===== config.mk =====
export PLATFORM = sky130hd
export DESIGN_NAME = draw_text_overlay_flat
export DESIGN_NICKNAME = d
export VERILOG_FILES = /design/src/rtl/draw_text_overlay_if.sv /design/src/rtl/draw_text_overlay.sv /design/src/flat_wrapper.sv
export SDC_FILE = /design/constraint.sdc
export NUM_CORES = 1
export LEC_CHECK = 0
export BUFFER_PORTS_ARGS = -buffer_cell sky130_fd_sc_hd__buf_4
export CAP_MARGIN = 10
export CORE_ASPECT_RATIO = 0.5
export CORE_MARGIN = 2
export CORE_UTILIZATION = 50
export DETAILED_ROUTE_END_ITERATION = 16
export GPL_TIMING_DRIVEN = 0
export PLACE_DENSITY = 0.75
export SLEW_MARGIN = 10
export SYNTH_ARGS = -nofsm -noshare
export SYNTH_HDL_FRONTEND = slang
export SYNTH_SLANG_ARGS = --single-unit

===== constraint.sdc =====
create_clock -name clk -period 8.1 [get_ports clk]
set_input_delay 0.81 -clock clk [delete_from_list [all_inputs] [get_ports clk]]
set_output_delay 0.81 -clock clk [all_outputs]
set_load 0.02 [all_outputs]

===== src/rtl/draw_text_overlay_if.sv =====
// vga_if: VGA timing bundle passed between pipeline stages of the overlay chain.
interface vga_if;
    logic [10:0] vcount;
    logic        vsync;
    logic        vblnk;
    logic [10:0] hcount;
    logic        hsync;
    logic        hblnk;

    modport in  (input  vcount, vsync, vblnk, hcount, hsync, hblnk);
    modport out (output vcount, vsync, vblnk, hcount, hsync, hblnk);
endinterface


===== src/rtl/draw_text_overlay.sv =====
// draw_text_overlay: scaled text-window overlay with a per-frame shadowed position, colour and enable.
// Optional macro TEXT_BG_EN adds a shadowed bg_color port that fills glyph-off pixels inside the window.
module draw_text_overlay #(
    parameter int CHAR_COLS  = 16,
    parameter int CHAR_ROWS  = 16,
    parameter int FONT_W     = 8,
    parameter int FONT_H     = 16,
    parameter int SCALE_LOG2 = 0,
    parameter int ROM_LAT    = 2,
    parameter int RGB_B      = 12
) (
    input  logic                                         clk,
    input  logic                                         rst,
    input  logic [10:0]                                  pos_x,
    input  logic [10:0]                                  pos_y,
    input  logic [RGB_B-1:0]                             font_color,
`ifdef TEXT_BG_EN
    input  logic [RGB_B-1:0]                             bg_color,
`endif
    input  logic                                         enable,
    output logic [$clog2(CHAR_ROWS)+$clog2(CHAR_COLS)-1:0] char_addr,
    output logic [$clog2(FONT_H)-1:0]                    char_line,
    input  logic [FONT_W-1:0]                            char_pixels,
    vga_if.in                                            vga_in,
    input  logic [RGB_B-1:0]                             rgb_i,
    vga_if.out                                           vga_out,
    output logic [RGB_B-1:0]                             rgb_o
);
    localparam int COL_W = $clog2(CHAR_COLS);
    localparam int ROW_W = $clog2(CHAR_ROWS);
    localparam int FW_W  = $clog2(FONT_W);
    localparam int FH_W  = $clog2(FONT_H);
    localparam int DEPTH = ROM_LAT + 1;
    localparam logic [12:0] BOX_W = 13'(CHAR_COLS * FONT_W << SCALE_LOG2);
    localparam logic [12:0] BOX_H = 13'(CHAR_ROWS * FONT_H << SCALE_LOG2);

    typedef struct packed {
        logic             in_box;
        logic [FW_W-1:0]  bit_idx;
        logic [RGB_B-1:0] color;
`ifdef TEXT_BG_EN
        logic [RGB_B-1:0] bg;
`endif
        logic [RGB_B-1:0] rgb;
        logic [10:0]      hcount;
        logic             hsync;
        logic             hblnk;
        logic [10:0]      vcount;
        logic             vsync;
        logic             vblnk;
    } stage_t;

    logic [10:0]      act_x_reg;
    logic [10:0]      act_y_reg;
    logic [RGB_B-1:0] act_color_reg;
`ifdef TEXT_BG_EN
    logic [RGB_B-1:0] act_bg_reg;
`endif
    logic             act_en_reg;
    logic             vblnk_prev_reg;

    logic [11:0]      rel_x;
    logic [11:0]      rel_y;
    logic [10:0]      sx;
    logic [10:0]      sy;
    logic             in_box;
    stage_t           stage0;
    stage_t           pipe_reg [DEPTH];
    stage_t           tail;
    logic             glyph_on;

    // The extra top bit makes a window start right of the beam show up as a negative offset.
    assign rel_x = {1'b0, vga_in.hcount} - {1'b0, act_x_reg};
    assign rel_y = {1'b0, vga_in.vcount} - {1'b0, act_y_reg};
    assign sx    = rel_x[10:0] >> SCALE_LOG2;
    assign sy    = rel_y[10:0] >> SCALE_LOG2;

    assign in_box = act_en_reg
                  & ~rel_x[11] & ({2'b00, rel_x[10:0]} < BOX_W)
                  & ~rel_y[11] & ({2'b00, rel_y[10:0]} < BOX_H)
                  & ~vga_in.hblnk & ~vga_in.vblnk;

    always_comb begin
        stage0         = '0;
        stage0.in_box  = in_box;
        stage0.bit_idx = FW_W'(sx);
        stage0.color   = act_color_reg;
`ifdef TEXT_BG_EN
        stage0.bg      = act_bg_reg;
`endif
        stage0.rgb     = rgb_i;
        stage0.hcount  = vga_in.hcount;
        stage0.hsync   = vga_in.hsync;
        stage0.hblnk   = vga_in.hblnk;
        stage0.vcount  = vga_in.vcount;
        stage0.vsync   = vga_in.vsync;
        stage0.vblnk   = vga_in.vblnk;
    end

    always_ff @(posedge clk or posedge rst) begin
        if (rst) begin
            vblnk_prev_reg <= 1'b0;
            act_x_reg      <= '0;
            act_y_reg      <= '0;
            act_color_reg  <= '0;
`ifdef TEXT_BG_EN
            act_bg_reg     <= '0;
`endif
            act_en_reg     <= 1'b0;
            char_addr      <= '0;
            char_line      <= '0;
        end else begin
            vblnk_prev_reg <= vga_in.vblnk;
            if (vga_in.vblnk && !vblnk_prev_reg) begin
                act_x_reg     <= pos_x;
                act_y_reg     <= pos_y;
                act_color_reg <= font_color;
`ifdef TEXT_BG_EN
                act_bg_reg    <= bg_color;
`endif
                act_en_reg    <= enable;
            end
            char_addr <= {ROW_W'(sy >> FH_W), COL_W'(sx >> FW_W)};
            char_line <= FH_W'(sy);
        end
    end

    // Side-band data rides alongside the ROM fetch so it meets char_pixels in the same cycle.
    genvar gi;
    generate
        for (gi = 0; gi < DEPTH; gi++) begin : g_pipe
            if (gi == 0) begin : g_head
                always_ff @(posedge clk or posedge rst) begin
                    if (rst) pipe_reg[gi] <= '0;
                    else     pipe_reg[gi] <= stage0;
                end
            end else begin : g_tail
                always_ff @(posedge clk or posedge rst) begin
                    if (rst) pipe_reg[gi] <= '0;
                    else     pipe_reg[gi] <= pipe_reg[gi-1];
                end
            end
        end
    endgenerate

    assign tail     = pipe_reg[DEPTH-1];
    assign glyph_on = char_pixels[tail.bit_idx];

    always_ff @(posedge clk or posedge rst) begin
        if (rst) begin
            rgb_o          <= '0;
            vga_out.hcount <= '0;
            vga_out.hsync  <= 1'b0;
            vga_out.hblnk  <= 1'b0;
            vga_out.vcount <= '0;
            vga_out.vsync  <= 1'b0;
            vga_out.vblnk  <= 1'b0;
        end else begin
            if (tail.in_box && glyph_on)
                rgb_o <= tail.color;
`ifdef TEXT_BG_EN
            else if (tail.in_box)
                rgb_o <= tail.bg;
`endif
            else
                rgb_o <= tail.rgb;
            vga_out.hcount <= tail.hcount;
            vga_out.hsync  <= tail.hsync;
            vga_out.hblnk  <= tail.hblnk;
            vga_out.vcount <= tail.vcount;
            vga_out.vsync  <= tail.vsync;
            vga_out.vblnk  <= tail.vblnk;
        end
    end
endmodule

===== src/flat_wrapper.sv =====
// flat-port wrapper written by rule: the top's interface ports become plain ports
module draw_text_overlay_flat 
#(
    parameter int CHAR_COLS  = 16,
    parameter int CHAR_ROWS  = 16,
    parameter int FONT_W     = 8,
    parameter int FONT_H     = 16,
    parameter int SCALE_LOG2 = 0,
    parameter int ROM_LAT    = 2,
    parameter int RGB_B      = 12
)
  (clk, rst, pos_x, pos_y, font_color, enable, char_addr, char_line, char_pixels, rgb_i, rgb_o, vga_in_vcount, vga_in_vsync, vga_in_vblnk, vga_in_hcount, vga_in_hsync, vga_in_hblnk, vga_out_vcount, vga_out_vsync, vga_out_vblnk, vga_out_hcount, vga_out_hsync, vga_out_hblnk);
  vga_if vga_in_i ();
  vga_if vga_out_i ();
  input  logic clk;
  input  logic rst;
  input  logic [10:0] pos_x;
  input  logic [10:0] pos_y;
  input  logic [RGB_B-1:0] font_color;
  input  logic enable;
  output logic [$clog2(CHAR_ROWS)+$clog2(CHAR_COLS)-1:0] char_addr;
  output logic [$clog2(FONT_H)-1:0] char_line;
  input  logic [FONT_W-1:0] char_pixels;
  input  logic [RGB_B-1:0] rgb_i;
  output logic [RGB_B-1:0] rgb_o;
  input wire logic [$bits(vga_in_i.vcount)-1:0] vga_in_vcount;
  input wire logic [$bits(vga_in_i.vsync)-1:0] vga_in_vsync;
  input wire logic [$bits(vga_in_i.vblnk)-1:0] vga_in_vblnk;
  input wire logic [$bits(vga_in_i.hcount)-1:0] vga_in_hcount;
  input wire logic [$bits(vga_in_i.hsync)-1:0] vga_in_hsync;
  input wire logic [$bits(vga_in_i.hblnk)-1:0] vga_in_hblnk;
  output wire logic [$bits(vga_out_i.vcount)-1:0] vga_out_vcount;
  output wire logic [$bits(vga_out_i.vsync)-1:0] vga_out_vsync;
  output wire logic [$bits(vga_out_i.vblnk)-1:0] vga_out_vblnk;
  output wire logic [$bits(vga_out_i.hcount)-1:0] vga_out_hcount;
  output wire logic [$bits(vga_out_i.hsync)-1:0] vga_out_hsync;
  output wire logic [$bits(vga_out_i.hblnk)-1:0] vga_out_hblnk;
  assign vga_in_i.vcount = vga_in_vcount;
  assign vga_in_i.vsync = vga_in_vsync;
  assign vga_in_i.vblnk = vga_in_vblnk;
  assign vga_in_i.hcount = vga_in_hcount;
  assign vga_in_i.hsync = vga_in_hsync;
  assign vga_in_i.hblnk = vga_in_hblnk;
  assign vga_out_vcount = vga_out_i.vcount;
  assign vga_out_vsync = vga_out_i.vsync;
  assign vga_out_vblnk = vga_out_i.vblnk;
  assign vga_out_hcount = vga_out_i.hcount;
  assign vga_out_hsync = vga_out_i.hsync;
  assign vga_out_hblnk = vga_out_i.hblnk;
  draw_text_overlay #(.CHAR_COLS(CHAR_COLS), .CHAR_ROWS(CHAR_ROWS), .FONT_W(FONT_W), .FONT_H(FONT_H), .SCALE_LOG2(SCALE_LOG2), .ROM_LAT(ROM_LAT), .RGB_B(RGB_B)) u_core (.clk(clk), .rst(rst), .pos_x(pos_x), .pos_y(pos_y), .font_color(font_color), .enable(enable), .char_addr(char_addr), .char_line(char_line), .char_pixels(char_pixels), .vga_in(vga_in_i), .rgb_i(rgb_i), .vga_out(vga_out_i), .rgb_o(rgb_o));
endmodule

## Word level (Yosys, flattened, before mapping)

Index checks and enable logic that the tools add are counted.

- Input bits: 83
- Word-level logic and storage cells: 64
- Output and inout port bits: 50
- Register bits: 247

- Magnitude comparators: 3
- Add/subtract/negate cells: 2
- Reduce and logical (&&, ||, !) cells: 3
- Bitwise operators: 10
- Muxes and demuxes: 3

Operators by type and width:

| cell | count |
|---|---|
| 11-bit by 11-bit subtractor with 12-bit output | 2 |
| 12-bit two-way mux | 1 |
| 11-bit by 8-bit less-than comparator with 1-bit output (second input constant) | 1 |
| 11-bit by 9-bit less-than comparator with 1-bit output (second input constant) | 1 |
| 1-bit bitwise AND | 6 |
| 3-bit by 4-bit less-than comparator with 1-bit output (second input constant) | 1 |
| 1-bit inverter | 4 |
| 1-bit binary-select mux with 3-bit select | 1 |
| 1-bit logical AND | 2 |
| 1-bit logical NOT | 1 |
| 1-bit two-way mux | 1 |

## Longest topological paths before layout

- Depth in word-level cells: 8
- Gate-level depth with buffers: 10
- Mapped depth without buffers: 10

## Least setup slack after synthesis

OpenSTA, ideal clock, no wires.

- Path kind: input to register
- From: input port vga_in_hcount[0]
- To: register u_core.pipe_reg[161] in the netlist's numbering
- Stages on the path: 10
- Buffers on the path: 0
- Setup time: 0.068 ns
- Path slack: 5.459 ns
- Arrival: 2.573 ns
- Data required time: 8.032 ns
- Cell sequence: inv_1 ha_1 fa_1 nor2b_4 o2111ai_2 a31oi_1 o21ai_0 a211oi_2 o32a_2 and4b_1

- Cells in the longest elaborated chain, start to end: 8
- Elaborated cells on any way between the ends: 9
- Those cells by class: 1 x add/sub; 1 x order compare; 7 x bitwise

Ends and longest elaborated chain:

| element | RTL line | text |
|---|---|---|
| from (decl) | flat_wrapper.sv:29 | `input wire logic [$bits(vga_in_i.hcount)-1:0] vga_in_hcount;` |
| 11-bit by 11-bit subtractor with 12-bit output (*) | draw_text_overlay.sv:73 | `assign rel_x = {1'b0, vga_in.hcount} - {1'b0, act_x_reg};` |
| branches (longest 2 deep; another with 11-bit by 8-bit less-than comparator with 1-bit output) | n/a |  |
| 1-bit bitwise AND (*) | draw_text_overlay.sv:79 | `& ~rel_x[11] & ({2'b00, rel_x[10:0]} < BOX_W)` |
| 1-bit bitwise AND (*) (2 in series) | draw_text_overlay.sv:80 | `& ~rel_y[11] & ({2'b00, rel_y[10:0]} < BOX_H)` |
| 1-bit bitwise AND (*) (2 in series) | draw_text_overlay.sv:81 | `& ~vga_in.hblnk & ~vga_in.vblnk;` |
| named net u_core.in_box | draw_text_overlay.sv:66 | `logic in_box;` |
| to (signal, indexed assignment) | draw_text_overlay.sv:135 | `else pipe_reg[gi] <= stage0;` |
| to (decl) | draw_text_overlay.sv:68 | `stage_t pipe_reg [DEPTH];` |

Mark *: on every way through the listed nets, which the timed path passes.
A chain may end at the register's enable or synchronous reset.

## Worst setup path in the final report

- From: input port vga_in_vcount[0]
- To: register u_core.pipe_reg[161] in the netlist's numbering

- Cells in the longest elaborated chain, start to end: 6
- Elaborated cells on any way between the ends: 7
- Those cells by class: 1 x add/sub; 1 x order compare; 5 x bitwise

Ends and longest elaborated chain:

| element | RTL line | text |
|---|---|---|
| from (decl) | flat_wrapper.sv:26 | `input wire logic [$bits(vga_in_i.vcount)-1:0] vga_in_vcount;` |
| 11-bit by 11-bit subtractor with 12-bit output (*) | draw_text_overlay.sv:74 | `assign rel_y = {1'b0, vga_in.vcount} - {1'b0, act_y_reg};` |
| branches (longest 2 deep; another with 11-bit by 9-bit less-than comparator with 1-bit output) | n/a |  |
| 1-bit bitwise AND (*) | draw_text_overlay.sv:80 |  |
| 1-bit bitwise AND (*) (2 in series) | draw_text_overlay.sv:81 |  |
| named net u_core.in_box | draw_text_overlay.sv:66 |  |

Marked as above.

==> flow_summary_export.csv <==
group,metric,value,unit
outcome,status,"complete, no violations",
power,switching_share,0.2329,
final_layout,fin_nets,749,
worst_setup_path,endpoint_kind,"register",
power,seq_power_share,0.508,
logic_synthesis,ys_types,47,
detailed_routing,wl_met1,5945,µm
final_layout,regArea,6181,µm²
global_routing,grt_pass1_wl,21180,µm
worst_setup_path,critPathMaxStageDelay,0.42,ns
clock_tree,cts_root_buf,"clkbuf_16",
worst_setup_path,rrSetupSlack,5.54,ns
clock_tree,postCtsHoldBufs,0,
timing,setup_viol,0,
detailed_routing,drtPass1Iterations,4,
detailed_routing,drt_iter0_drc,227,
logic_synthesis,ys_ff_latch,247,
floorplan,die_w,181.4,µm
floorplan,fp-row-count,32,
clock_tree,clock_latency,0.49,ns
logic_synthesis,synth_edf_count,0,
clock_tree,htree_levels,1,
final_layout,final_cell_count_no_fill,861,
worst_setup_path,critPathArrivalTime,3.01,ns
global_routing,gr-total-overflow,0,
clock_tree,cts_resized,0,
timing,worstMarginPinSlew,0.8088,ns
final_layout,layout_common_cells,"dfrtp_1, buf_4, inv_1, nand2_1, mux2_2",
detailed_routing,met3_length,603,µm
logic_synthesis,ys.flop_type,"dfrtp_1",
logic_synthesis,syn-num-nets,593,
final_layout,final_common_cell,"dfrtp_1",
power,power_leakage,4.663,nW
power,p_int,2.098,mW
detailed_routing,top_layer,"met4",
worst_setup_path,path_cells,"buf_4 -> inv_1 -> ha_1 -> fa_1 -> nor2b_1 -> o2111ai_1 -> nand2_1 -> a21oi_1 -> a2111oi_0 -> nand4_1 -> and4b_1",
global_routing,grt_pass1_vias,4196,
worst_setup_path,required,8.51,ns
final_layout,areaGrowthSynthToFinish,25.24,%
final_layout,largest_reg_flops,161,
detailed_routing,dr_wl_met2,6333,µm
logic_synthesis,avgSynthCellArea,16.19,µm²
worst_setup_path,r2r_cells,9,
worst_setup_path,cp_slowest_cell,"fa_1",
global_routing,antenna_found_initial,0,
timing,max_freq,383.6,MHz
worst_setup_path,r2r_end,"u_core.pipe_reg[161]",
timing,rsz0062_at_grt,"no",
global_routing,grt_start_max_net_pins,128,
timing,fin_crit_sh,0.3218,
logic_synthesis,yosysTopAreaCell,"dfrtp_1",
logic_synthesis,postSynthCellCount,486,
timing,timing.hold.ws,0.3440,ns
place,routabilityCongestion,0.8906,
timing,skew,0.008604,ns
logic_synthesis,async_flop_share,1.000,
floorplan,start_util,0.5116,
power,power_frac_comb,0.121,
place,dpl.hpwl,8988,µm
run,cap_violations,0,
clock_tree,tritoncts,"yes",
clock_tree,post-cts-setup-buffers,0,
place,dp_cells,823,
final_layout,drive_above_1_share,0.3151,
global_routing,grt_usage,0.1611,
floorplan,pin_count,133,
timing,layout_min_cycle_time,2.607,ns
worst_setup_path,start_kind,"input port",
worst_hold_path,hp-class,"reg -> reg",
logic_synthesis,yosys.area.top_type_share,0.7857,
power,p_sw,0.6367,mW
power,powerDensity,277.5,nW/µm²
logic_synthesis,seq_area_frac_synth,0.7857,
worst_hold_path,whs_endpoint,"u_core.pipe_reg[49]",
detailed_routing,avgViaCountPerCell,4.792,
floorplan,die-area,16810,µm²
logic_synthesis,yosys_warnings,0,
floorplan,core_area,15370,µm²
clock_tree,clkTransAtPathRegs,0.07,ns
clock_tree,cts_made_buffers,21,
detailed_routing,ant_nets,0,
worst_hold_path,hold_depth,0,
worst_setup_path,worst-path-max-fanout,3,
worst_setup_path,worstReg2RegStart,"u_core.act_y_reg[0]",
clock_tree,cts_sinks,247,
logic_synthesis,syn-cell-area,7866,µm²
worst_hold_path,hold_start,"u_core.pipe_reg[103]",
final_layout,multi_input_area,1534,µm²
detailed_routing,wl_per_cell,15.15,µm
detailed_routing,drc_errors,0,
floorplan,die_h,92.69,µm
worst_setup_path,critPathKind,"in -> reg",
timing,hold_viol_final,0,
timing,slew_viol_final,0,
final_layout,fillers,1181,
detailed_routing,wl,13040,µm
timing,max_slew_margin,0.4608,
final_layout,antenna_cells,0,
detailed_routing,num_vias,4126,
logic_synthesis,synthTopCellsByArea,"dfrtp_1, mux2_2, ha_1",
power,peakVddDrop,125.1,µV
power,clockPowerShare,0.371,
place,port_buffers,132,
clock_tree,clk_path_buf_depth,3,
-- power by group through the flow --
stage	logic, mW	clock network [mW]	registers, mW
global placement	0.319	0	1.41
floorplan	0.166	0	1.44
finish	0.330	1.02	1.39
global route	0.364	1.10	1.40
CTS	0.334	1.05	1.39
detailed placement	0.332	0	1.41
-- synthesized netlist by cell type (3+ instances only) --
library cell and number:
nand2_1 32, nor2b_1 7, ha_1 22, a31oi_1 4, o21ai_0 27, a21o_1 3, dfrtp_1 247, clkbuf_1 6
a211oi_1 3, mux2_2 28, o21a_1 5, o2111ai_1 3, inv_1 33, nor2_1 14, a21oi_1 8, xnor2_1 8
-- cell type report --
type,count,share of cell area
Inverter,33,0.01334
Sequential cell,247,0.6274
Timing Repair Buffer,133,0.1034
Multi-Input combinational cell,199,0.1557
Clock buffer,27,0.05766
Buffer,7,0.002794
Clock inverter,11,0.01384
Tap cell,204,0.02591
-- worst max path at each step --
stage                startpoint                      end  slack (ns)
2_1_floorplan               rst  u_core.act_color_reg[0]        0.50
3_3_place_gp                rst      u_core.act_x_reg[6]       -1.56
3_5_place_dp   vga_in_hcount[0]     u_core.pipe_reg[161]        5.04
4_1_cts        vga_in_hcount[0]     u_core.pipe_reg[161]        5.55
5_1_grt        vga_in_hcount[0]     u_core.pipe_reg[161]        5.36
6_report       vga_in_vcount[0]     u_core.pipe_reg[161]        5.49
-- worst max-delay path: cells and delay by family --
| kind | cells | cell delay (ns) |
|---|---|---|
| and+or+nand+nor | 4 | 0.83 |
| adders and majority gates | 2 | 0.64 |
| AOI/OAI and AO/OA | 3 | 0.62 |
| buffers and inverters | 2 | 0.11 |
-- cells by family (layout without fill, tap and decap cells) --
group | Yosys count | count (layout) | share of synthesized area
XOR/XNOR | 10 | 10 | 0.01113
flip-flops | 247 | 247 | 0.7857
multiplexers | 31 | 31 | 0.04708
buffers and inverters | 40 | 211 | 0.01925
AND/OR/NAND/NOR | 70 | 70 | 0.04390
adder cells (fa/ha/maj) | 24 | 24 | 0.04008
AO/OA/AOI/OAI | 64 | 64 | 0.05281
-- through the flow --
| stage | instance area [µm²] | utilization | TNS, ns | power (mW) | setup WS [ns] |
|---|---|---|---|---|---|
| floorplan | 7866 | - | 0 | 1.610 | 0.5034 |
| global placement | 9112 | 0.5927 | -380.80 | 1.729 | -1.564 |
| detailed placement | 9148 | 0.5950 | 0 | 1.747 | 5.039 |
| CTS | 9852 | 0.6408 | 0 | 2.771 | 5.552 |
| global route | 9852 | 0.6408 | 0 | 2.862 | 5.358 |
| finish | 9852 | 0.6408 | 0 | 2.734 | 5.493 |
-- routing by layer --
layer,vias to the layer above,track usage
li1,1930,-
met1,2078,0.2250
met2,102,0.2656
met3,16,0.03500
met4,0,0.03455
met5,-,0
Power figures use the tool's default switching activity.
